$ cat src/rtl/pc_sequencer_if.sv
// pc_sequencer_if: control, memory handshake and PC-control signals of the PC sequencer.
interface pc_sequencer_if #(parameter int ADDR_WIDTH = 21);
   logic Start, Mem_Ack, Is_Halt, Is_Jump, Is_Branch, Cond_True, Exec_Done, Irq;
   logic [ADDR_WIDTH-1:0] Branch_Target, Dest_Reg;
   logic PC_Clr, PC_Load, PC_Inc, Mem_Req, IR_Load, Exec_En, Halted, Fault, Irq_Ack;
   modport master (
      input  Start, Mem_Ack, Is_Halt, Is_Jump, Is_Branch, Cond_True, Exec_Done, Irq, Branch_Target,
      output PC_Clr, PC_Load, PC_Inc, Dest_Reg, Mem_Req, IR_Load, Exec_En, Halted, Fault, Irq_Ack
   );
   modport slave (
      output Start, Mem_Ack, Is_Halt, Is_Jump, Is_Branch, Cond_True, Exec_Done, Irq, Branch_Target,
      input  PC_Clr, PC_Load, PC_Inc, Dest_Reg, Mem_Req, IR_Load, Exec_En, Halted, Fault, Irq_Ack
   );
endinterface

$ cat src/rtl/pc_sequencer.sv
// pc_sequencer: fetch/decode/execute sequencer that is the sole writer of the PC, with fetch timeout.
// Define PC_IRQ_EN to let INC/LOAD divert to IRQ_VECTOR when Irq is raised.
module pc_sequencer #(
   parameter int ADDR_WIDTH = 21,
   parameter int TIMEOUT = 15,
   parameter logic [ADDR_WIDTH-1:0] IRQ_VECTOR = 21'h000010
) (
   input logic Clk,
   input logic Rst_N,
   pc_sequencer_if.master bus
);
   typedef enum logic [3:0] {IDLE, CLEAR, FETCH, DECODE, EXEC, INC, LOAD, HALT, FAULT} state_t;
   state_t state, next_state;
   logic [7:0] cnt;
   logic [ADDR_WIDTH-1:0] dest;
   logic irq_q, irq_d;
   always_comb begin
      next_state = state;
      case (state)
         IDLE:   next_state = bus.Start ? CLEAR : IDLE;
         CLEAR:  next_state = FETCH;
         FETCH:  next_state = bus.Mem_Ack ? DECODE : (cnt == 8'(TIMEOUT - 1)) ? FAULT : FETCH;
         DECODE: next_state = bus.Is_Halt ? HALT :
                              (bus.Is_Jump || (bus.Is_Branch && bus.Cond_True)) ? LOAD :
                              bus.Is_Branch ? INC : EXEC;
         EXEC:   next_state = bus.Exec_Done ? INC : EXEC;
         INC:    next_state = FETCH;
         LOAD:   next_state = FETCH;
         HALT:   next_state = bus.Start ? INC : HALT;
         FAULT:  next_state = bus.Start ? CLEAR : FAULT;
         default: next_state = IDLE;
      endcase
   end
   // Irq is captured on the edge entering INC/LOAD so the registered Dest_Reg already holds the vector in the pulse cycle.
`ifdef PC_IRQ_EN
   assign irq_d = bus.Irq && (next_state == INC || next_state == LOAD);
`else
   assign irq_d = 1'b0;
`endif
   always_ff @(posedge Clk or negedge Rst_N) begin
      if (!Rst_N) begin
         state <= IDLE;
         cnt <= '0;
         dest <= '0;
         irq_q <= 1'b0;
      end else begin
         state <= next_state;
         cnt <= (state == FETCH && next_state == FETCH) ? cnt + 8'd1 : 8'd0;
         irq_q <= irq_d;
         if (irq_d) dest <= IRQ_VECTOR;
         else if (state == DECODE && next_state == LOAD) dest <= bus.Branch_Target;
      end
   end
   assign bus.PC_Clr   = state == CLEAR;
   assign bus.PC_Load  = state == LOAD || (state == INC && irq_q);
   assign bus.PC_Inc   = state == INC && !irq_q;
   assign bus.Dest_Reg = dest;
   assign bus.Mem_Req  = state == FETCH;
   assign bus.IR_Load  = state == FETCH && bus.Mem_Ack;
   assign bus.Exec_En  = state == EXEC;
   assign bus.Halted   = state == HALT;
   assign bus.Fault    = state == FAULT;
   assign bus.Irq_Ack  = irq_q;
endmodule

$ cat src/flat_wrapper.sv
// flat-port wrapper written by rule: the top's interface ports become plain ports
module pc_sequencer_flat 
#(
   parameter int ADDR_WIDTH = 21,
   parameter int TIMEOUT = 15,
   parameter logic [ADDR_WIDTH-1:0] IRQ_VECTOR = 21'h000010
)
  (Clk, Rst_N, bus_Start, bus_Mem_Ack, bus_Is_Halt, bus_Is_Jump, bus_Is_Branch, bus_Cond_True, bus_Exec_Done, bus_Irq, bus_Branch_Target, bus_PC_Clr, bus_PC_Load, bus_PC_Inc, bus_Dest_Reg, bus_Mem_Req, bus_IR_Load, bus_Exec_En, bus_Halted, bus_Fault, bus_Irq_Ack);
  pc_sequencer_if #(.ADDR_WIDTH(ADDR_WIDTH)) bus_i ();
  input logic Clk;
  input logic Rst_N;
  input wire logic [$bits(bus_i.Start)-1:0] bus_Start;
  input wire logic [$bits(bus_i.Mem_Ack)-1:0] bus_Mem_Ack;
  input wire logic [$bits(bus_i.Is_Halt)-1:0] bus_Is_Halt;
  input wire logic [$bits(bus_i.Is_Jump)-1:0] bus_Is_Jump;
  input wire logic [$bits(bus_i.Is_Branch)-1:0] bus_Is_Branch;
  input wire logic [$bits(bus_i.Cond_True)-1:0] bus_Cond_True;
  input wire logic [$bits(bus_i.Exec_Done)-1:0] bus_Exec_Done;
  input wire logic [$bits(bus_i.Irq)-1:0] bus_Irq;
  input wire logic [$bits(bus_i.Branch_Target)-1:0] bus_Branch_Target;
  output wire logic [$bits(bus_i.PC_Clr)-1:0] bus_PC_Clr;
  output wire logic [$bits(bus_i.PC_Load)-1:0] bus_PC_Load;
  output wire logic [$bits(bus_i.PC_Inc)-1:0] bus_PC_Inc;
  output wire logic [$bits(bus_i.Dest_Reg)-1:0] bus_Dest_Reg;
  output wire logic [$bits(bus_i.Mem_Req)-1:0] bus_Mem_Req;
  output wire logic [$bits(bus_i.IR_Load)-1:0] bus_IR_Load;
  output wire logic [$bits(bus_i.Exec_En)-1:0] bus_Exec_En;
  output wire logic [$bits(bus_i.Halted)-1:0] bus_Halted;
  output wire logic [$bits(bus_i.Fault)-1:0] bus_Fault;
  output wire logic [$bits(bus_i.Irq_Ack)-1:0] bus_Irq_Ack;
  assign bus_i.Start = bus_Start;
  assign bus_i.Mem_Ack = bus_Mem_Ack;
  assign bus_i.Is_Halt = bus_Is_Halt;
  assign bus_i.Is_Jump = bus_Is_Jump;
  assign bus_i.Is_Branch = bus_Is_Branch;
  assign bus_i.Cond_True = bus_Cond_True;
  assign bus_i.Exec_Done = bus_Exec_Done;
  assign bus_i.Irq = bus_Irq;
  assign bus_i.Branch_Target = bus_Branch_Target;
  assign bus_PC_Clr = bus_i.PC_Clr;
  assign bus_PC_Load = bus_i.PC_Load;
  assign bus_PC_Inc = bus_i.PC_Inc;
  assign bus_Dest_Reg = bus_i.Dest_Reg;
  assign bus_Mem_Req = bus_i.Mem_Req;
  assign bus_IR_Load = bus_i.IR_Load;
  assign bus_Exec_En = bus_i.Exec_En;
  assign bus_Halted = bus_i.Halted;
  assign bus_Fault = bus_i.Fault;
  assign bus_Irq_Ack = bus_i.Irq_Ack;
  pc_sequencer #(.ADDR_WIDTH(ADDR_WIDTH), .TIMEOUT(TIMEOUT), .IRQ_VECTOR(IRQ_VECTOR)) u_core (.Clk(Clk), .Rst_N(Rst_N), .bus(bus_i));
endmodule
$ cat config.mk
export PLATFORM = sky130hd
export DESIGN_NAME = pc_sequencer_flat
export DESIGN_NICKNAME = d
export VERILOG_FILES = /design/src/rtl/pc_sequencer_if.sv /design/src/rtl/pc_sequencer.sv /design/src/flat_wrapper.sv
export SDC_FILE = /design/constraint.sdc
export NUM_CORES = 1
export LEC_CHECK = 0
export BUFFER_PORTS_ARGS = -buffer_cell sky130_fd_sc_hd__buf_2
export CAP_MARGIN = 20
export CORE_ASPECT_RATIO = 0.6
export CORE_MARGIN = 2
export CORE_UTILIZATION = 49
export DETAILED_ROUTE_END_ITERATION = 12
export GPL_TIMING_DRIVEN = 0
export PLACE_DENSITY = 0.87
export SYNTH_ARGS = -nofsm -noshare
export SYNTH_HDL_FRONTEND = slang
export SYNTH_SLANG_ARGS = --single-unit
$ cat constraint.sdc
create_clock -name Clk -period 2 [get_ports Clk]
set_input_delay 0.1 -clock Clk [delete_from_list [all_inputs] [get_ports Clk]]
set_output_delay 0.1 -clock Clk [all_outputs]
set_load 0.03 [all_outputs]
==> results of run 1 <==
==> final cells by class <==
cell class | count | area [um2] | share of cell area (%)
Sequential cell | 33 | 826 | 38.2
Multi-Input combinational cell | 82 | 781 | 36.1
Timing Repair Buffer | 65 | 347 | 16.0
Clock buffer | 5 | 68.8 | 3.18
Buffer | 7 | 63.8 | 2.95
Tap cell | 45 | 56.3 | 2.60
Clock inverter | 3 | 17.5 | 0.810
Inverter | 1 | 3.75 | 0.174
==> timing repair <==
| item | 4_1_cts | 5_1_grt |
|---|---|---|
| buffers inserted | 0 | 4 |
| hold buffers | 1 | 0 |
| hold endpoints to repair | 33 | 0 |
| gates resized for setup | 0 | 7 |
| endpoints found under the setup margin | 0 | 22 |
==> critical path: cells and delay by family, from the launching register on <==
| family | cells | cell delay, ps |
|---|---|---|
| buf+inv | 3 | 460 |
| compound gates | 2 | 390 |
| flops | 1 | 370 |
| mux | 1 | 300 |
| simple gates | 1 | 320 |
==> cell families after synthesis <==
logic type | Yosys count | share of synthesized area (%)
simple gates | 41 | 16.1
flops | 33 | 50.0
mux | 21 | 18.9
compound gates | 11 | 6.37
buf+inv | 8 | 3.71
xor+xnor | 6 | 3.18
fa+ha+maj | 2 | 1.52
other cells | 1 | 0.227
==> cells in the mapped netlist <==
cell / number / area (um2)
mux2_4: 20 / 300
xnor2_1: 1 / 8.76
mux2_2: 1 / 11.3
nand4b_1: 1 / 8.76
dfrtp_1: 33 / 826
a211oi_1: 2 / 15.0
o211ai_1: 1 / 7.51
a21oi_1: 2 / 10.0
a211oi_2: 1 / 12.5
nor4_2: 1 / 12.5
nor3_2: 1 / 10.0
o31ai_4: 1 / 21.3
conb_1: 1 / 3.75
or3b_2: 1 / 8.76
or3_1: 1 / 6.26
nand3_1: 1 / 5.00
nand2b_1: 2 / 12.5
xor2_1: 5 / 43.8
buf_6: 3 / 33.8
nand4_1: 2 / 12.5
a21bo_2: 1 / 10.0
nor3_1: 3 / 15.0
and4b_1: 2 / 20.0
nor3b_1: 3 / 22.5
and3_1: 1 / 6.26
clkbuf_1: 1 / 3.75
o2111ai_1: 1 / 8.76
ha_1: 2 / 25.0
nor4b_4: 1 / 23.8
buf_4: 2 / 15.0
nand4bb_1: 1 / 11.3
nand2_1: 2 / 7.51
nand3b_1: 2 / 15.0
a211o_1: 1 / 8.76
nor2_1: 13 / 48.8
and2_1: 3 / 18.8
buf_2: 1 / 5.00
inv_1: 1 / 3.75
a21boi_2: 1 / 11.3
==> power by group <==
part           leakage (nW)  switching (mW)  internal, mW
sequential            0.416           0.158         0.921
clock                0.0439           0.247         0.240
combinational         0.660            1.02         0.754
total                  1.12            1.43          1.91
==> routing by layer <==
metal | global-route usage (%) | share of wire (%) | vias to the layer above
met3 | 6.30 | 6.1 | 2
met4 | 5.17 | 0.48 | 0
li1 | - | - | 578
met2 | 29.6 | 46 | 31
met1 | 27.5 | 47 | 579
met5 | 0 | 0 | -
==> state kept, by name (all words and copies together) (netlist names) <==
name                 count
u_core.bus.Dest_Reg     21
u_core.state             4
u_core.cnt               8
==> worst min path at each step <==
| stage | from | end | slack (ps) |
|---|---|---|---|
| finish | bus_Branch_Target[12] | u_core.bus.Dest_Reg[12] | 50 |
| detailed placement | Rst_N | u_core.bus.Dest_Reg[20] | 190 |
| CTS | bus_Branch_Target[12] | u_core.bus.Dest_Reg[12] | 40 |
| global route | bus_Branch_Target[12] | u_core.bus.Dest_Reg[12] | 40 |
| floorplan | Rst_N | u_core.bus.Dest_Reg[0] | -200 |
| global placement | Rst_N | u_core.bus.Dest_Reg[1] | 190 |
==> through the flow <==
step / setup slack [ps] / total power, mW / TNS, ps / util, %
floorplan: 16.0 / 2.36 / 0 / -
global placement: 101 / 2.76 / 0 / 61.8
detailed placement: 83.5 / 2.81 / 0 / 61.8
CTS: 59.0 / 3.31 / 0 / 64.8
global route: -68.7 / 3.55 / -937 / 66.7
finish: 30.1 / 3.34 / 0 / 66.7
==> results.md, run 1 <==
* Reg2Reg Depth at 7
* Mapped Cells at 123
* Initial antenna violation count at 0
* Wire per inst at 14.8 um
* Post-synthesis register bit count at 33
* Critical path's slowest cell: dfrtp_1
* Full die area at 3860 um2
* WL final at 3.56 mm
* Max incr delay on CP at 370 ps
* Drt via density at 4.94
* CP endpoint kind: flop
* CTS tree: done
* Overflow left after global routing at 0
* Fraction of layout cells with a size suffix above 1 at 55.1%
* CP Class: reg -> reg
* Area after DPL at 2000 um2
* Pin count of the biggest net entering global routing at 34
* Count of pins over their slew limit at 0
* Sink Count at 33
* Syn Area/Cell at 13.4 um2
* Die X at 78.9 um
* Layout fillers at 255
* CTS buffer count at 5
* Most frequent CP cell: buf_4
* Buffers on Ports at 58
* R2r startpoint: u_core.state[2]
* First-pass GRT wire length at 5.69 mm
* Final std cells w/o fill at 241
* Clock Latency Late Sink at 280 ps
* FMAX at 0.508 GHz
* Worst hold path class: in -> reg
* Minimum clock period at 1970 ps
* Post-placement cell count at 226
* Clock Skews at 8.89 ps
* Post-Syn Area at 1650 um2
* Seq/Total Area, Yosys at 50.0%
* Worst hold stages at 2
* Clk slew on worst S/H paths at 70 ps
* Static Leakage at 1.12 nW
* Max Cap Violations at 0
* DR vias at 1,190
* Hold Vio Cnt, Final at 0
* RSZ-0062 raised after global routing: true
* Status: completed
* Most common cell after layout, fill and taps aside: buf_2
* Critical Path Source: u_core.state[2]
* Gr usage total at 19.6%
* Fin crit share at 98.5%
* CP cell instances: buf_4 -> nor4b_4 -> a21boi_4 -> o31ai_4 -> buf_4 -> buf_6 -> mux2_4
* VDD IR max at 738 uV
* Worst slew pin tran at 722 ps
* Core Area at 3240 um2
* Pwr per Cell Area at 1550 nW/um2
* Number of global-route vias before repair at 1,169
* Slew margin rel. at 51.9%
* Number of library cell types mapped by synthesis at 39
* Hold slack at 48.1 ps
* Final nets at 228
* H-tree Lvls at 2
* Ys Warns at 0
* Finished Cell Area at 2160 um2
* WP data required at 2160 ps
* Die H at 49.0 um
* Initial Util at 50.9%
* CP max FO at 10
* Crit path to: u_core.bus.Dest_Reg[5]
* Max Root-Sink Buffers at 2
* DRC Markers at 0
* Remaining antenna violation count at 0
* Worst path arrival time at 2130 ps
* Most frequent cells in the layout: 59 x buf_2, 33 x dfrtp_1, 20 x mux2_4
* Clock root buffer: clkbuf_8
* Setup violations, final at 0
* Synth-to-Final Area Change at 31.1%
* Gp weighted congestion at 0.818
* 1st-iter DRT viols at 62
* Diode count at 0
* Detailed Routing Iterations Pass 1 at 4
* Hpwl dp at 2.44 mm
* Site Rows at 16
* Reg-to-reg slack, setup at 30 ps
* RR Endpoint: u_core.bus.Dest_Reg[5]
* Startpoint types: flop
* Syn_nets at 156
* I/O pins at 61
(Power assumes the default switching activity.)
==> run 2, diff against run 1 <==
clock period = 1.9 ns   (was 2 ns; I/O delays follow)
==> run 2 against run 1 <==
Flip-flop and latch count unchanged. Clock skew decreased by 5.4 ps. Critical path depth unchanged. Global-route usage decreased by 2.1 points. Maximum frequency increased by 3.7%. Clock power increased by 17%. First-iteration DRC count decreased by 48%. Cell area increased by 1.7%.
==> results.md, run 2 (synthesis gave the netlist of run 1 again) <==
* Sink Count at 33
* Minimum clock period at 1900 ps
* Max FFs per register at 21
* CP endpoint kind: flop
* CP max FO at 10
* Worst setup margin at 0.879 ps
* CP cell instances: buf_6 -> nor4b_4 -> a21boi_4 -> o31ai_4 -> buf_4 -> buf_6 -> mux2_4
* Die H at 49.0 um
* Clock Power Share at 15.9%
* Crit path to: u_core.bus.Dest_Reg[17]
* Initial antenna violation count at 0
* Pin count of the biggest net entering global routing at 34
* Most frequent CP cell: buf_6
* WP buf/inv at 3
* Reg2Reg Depth at 7
* 1st-iter DRT viols at 32
* VDD IR max at 908 uV
* Synth-to-Final Area Change at 33.3%
* Max Cap Violations at 0
* Part of the power in registers at 31.7%
* DR vias at 1,195
* Hpwl dp at 2.28 mm
* Startpoint types: flop
* WP data required at 2060 ps
* Die X at 78.9 um
* WL met1 at 1.67 mm
* H-tree Lvls at 2
* Switching Fraction at 41.0%
* Status: completed
* Max Root-Sink Buffers at 2
* Full die area at 3860 um2
* Internal Pwr Total at 2.12 mW
* Max layer used: met4
* Reg-to-reg slack, setup at 0.9 ps
* Post-place setup slack at -9.06 ps
* Gr usage total at 17.5%
* P_sw at 1.47 mW
* Clock Latency Late Sink at 280 ps
* Detailed Routing Iterations Pass 1 at 4
* Count of pins over their slew limit at 0
* Hold Vio Cnt, Final at 0
* Initial Util at 50.9%
* Worst slew pin tran at 710 ps
* Met3 Wirelength at 209 um
* Buffers on Ports at 58
* Fin crit share at 100%
* Gp weighted congestion at 0.819
* Clock root buffer: clkbuf_8
* Diode count at 0
* Remaining antenna violation count at 0
* Most frequent cells in the layout: 58 x buf_2, 33 x dfrtp_1, 20 x mux2_4
* CTS buffer count at 5
* Critical Path Source: u_core.state[2]
* Site Rows at 16
* R2r startpoint: u_core.state[2]
* Worst path arrival time at 2060 ps
* Most common cell after layout, fill and taps aside: buf_2
* Overflow left after global routing at 0
* RSZ-0062 raised after global routing: true
* Worst hold stages at 2
* RR Endpoint: u_core.bus.Dest_Reg[17]
* Number of global-route vias before repair at 1,099
* Core Area at 3240 um2
* Wire per inst at 13.4 um
* Clock Skews at 3.49 ps
* Pwr per Cell Area at 1630 nW/um2
* Fraction of layout cells with a size suffix above 1 at 56.3%
* Post-placement cell count at 226
* DRC Markers at 0
* Static Leakage at 1.14 nW
* Met2 wire len at 1.35 mm
* CP Class: reg -> reg
* CP delay by family, top: buffers and inverters
* Power share of the combinational group at 52.4%
* Slew margin rel. at 52.7%
* First-pass GRT wire length at 5.15 mm
* FMAX at 0.527 GHz
* Max incr delay on CP at 390 ps
* Critical path's slowest cell: dfrtp_1
* Setup violations, final at 0
* I/O pins at 61
* CTS tree: done
* WL final at 3.24 mm
* Total power at 3.59 mW
* Drt via density at 4.94
* Worst hold path class: in -> reg
* Final std cells w/o fill at 242
* WP depth at 7
* Clk slew on worst S/H paths at 70 ps
* Final nets at 229
## run 2: per-layer routing
layer | up-vias | GRT usage [%]
li1 | 581 | -
met1 | 574 | 25.9
met2 | 38 | 25.2
met3 | 2 | 5.74
met4 | 0 | 3.45
met5 | - | 0
## run 2: cell type report
cell class              count  area (um2)
clock buffers               7        96.3
fillers                   250        1040
well taps                  45        56.3
multi-input cells          82         787
clock inverters             1        5.00
repair buffers             66         360
flip-flops and latches     33         826
inverters                   1        3.75
plain buffers               7        65.1
## run 2: what timing repair did
| action | in CTS | in global routing |
|---|---|---|
| setup buffers | 0 | 5 |
| setup endpoints to repair | 20 | 28 |
| hold buffers | 1 | 0 |
| pin swaps | 1 | 2 |
| gates cloned | 0 | 2 |
| hold endpoints to repair | 33 | 0 |
| resized for setup | 2 | 10 |
## run 2: how the worst min path moves through the flow
stage | startpoint | endpoint | slack [ps]
floorplan | Rst_N | u_core.bus.Dest_Reg[0] | -200
global placement | Rst_N | u_core.bus.Dest_Reg[8] | 180
detailed placement | Rst_N | u_core.bus.Dest_Reg[8] | 190
CTS | bus_Branch_Target[18] | u_core.bus.Dest_Reg[18] | 40
global route | bus_Branch_Target[15] | u_core.bus.Dest_Reg[15] | 40
finish | bus_Branch_Target[18] | u_core.bus.Dest_Reg[18] | 50
## run 2: power by group through the flow
| stage | clock network (mW) | logic (mW) | registers, mW |
|---|---|---|---|
| 2_1_floorplan | 0 | 0.912 | 1.58 |
| 3_3_place_gp | 0 | 1.78 | 1.13 |
| 3_5_place_dp | 0 | 1.80 | 1.14 |
| 4_1_cts | 0.590 | 1.81 | 1.14 |
| 5_1_grt | 0.620 | 2.00 | 1.17 |
| 6_report | 0.572 | 1.88 | 1.14 |
## run 2: metrics by stage
step | hold WS, ps | setup TNS (ps) | cell area, um2 | utilization [%]
2_1_floorplan | -201 | -1340 | 1660 | -
4_1_cts | 38.3 | 0 | 2130 | 65.7
3_5_place_dp | 190 | -28.2 | 2010 | 61.9
3_3_place_gp | 181 | -164 | 2010 | 61.9
5_1_grt | 35.4 | -1230 | 2200 | 67.8
6_report | 45.8 | 0 | 2200 | 67.8
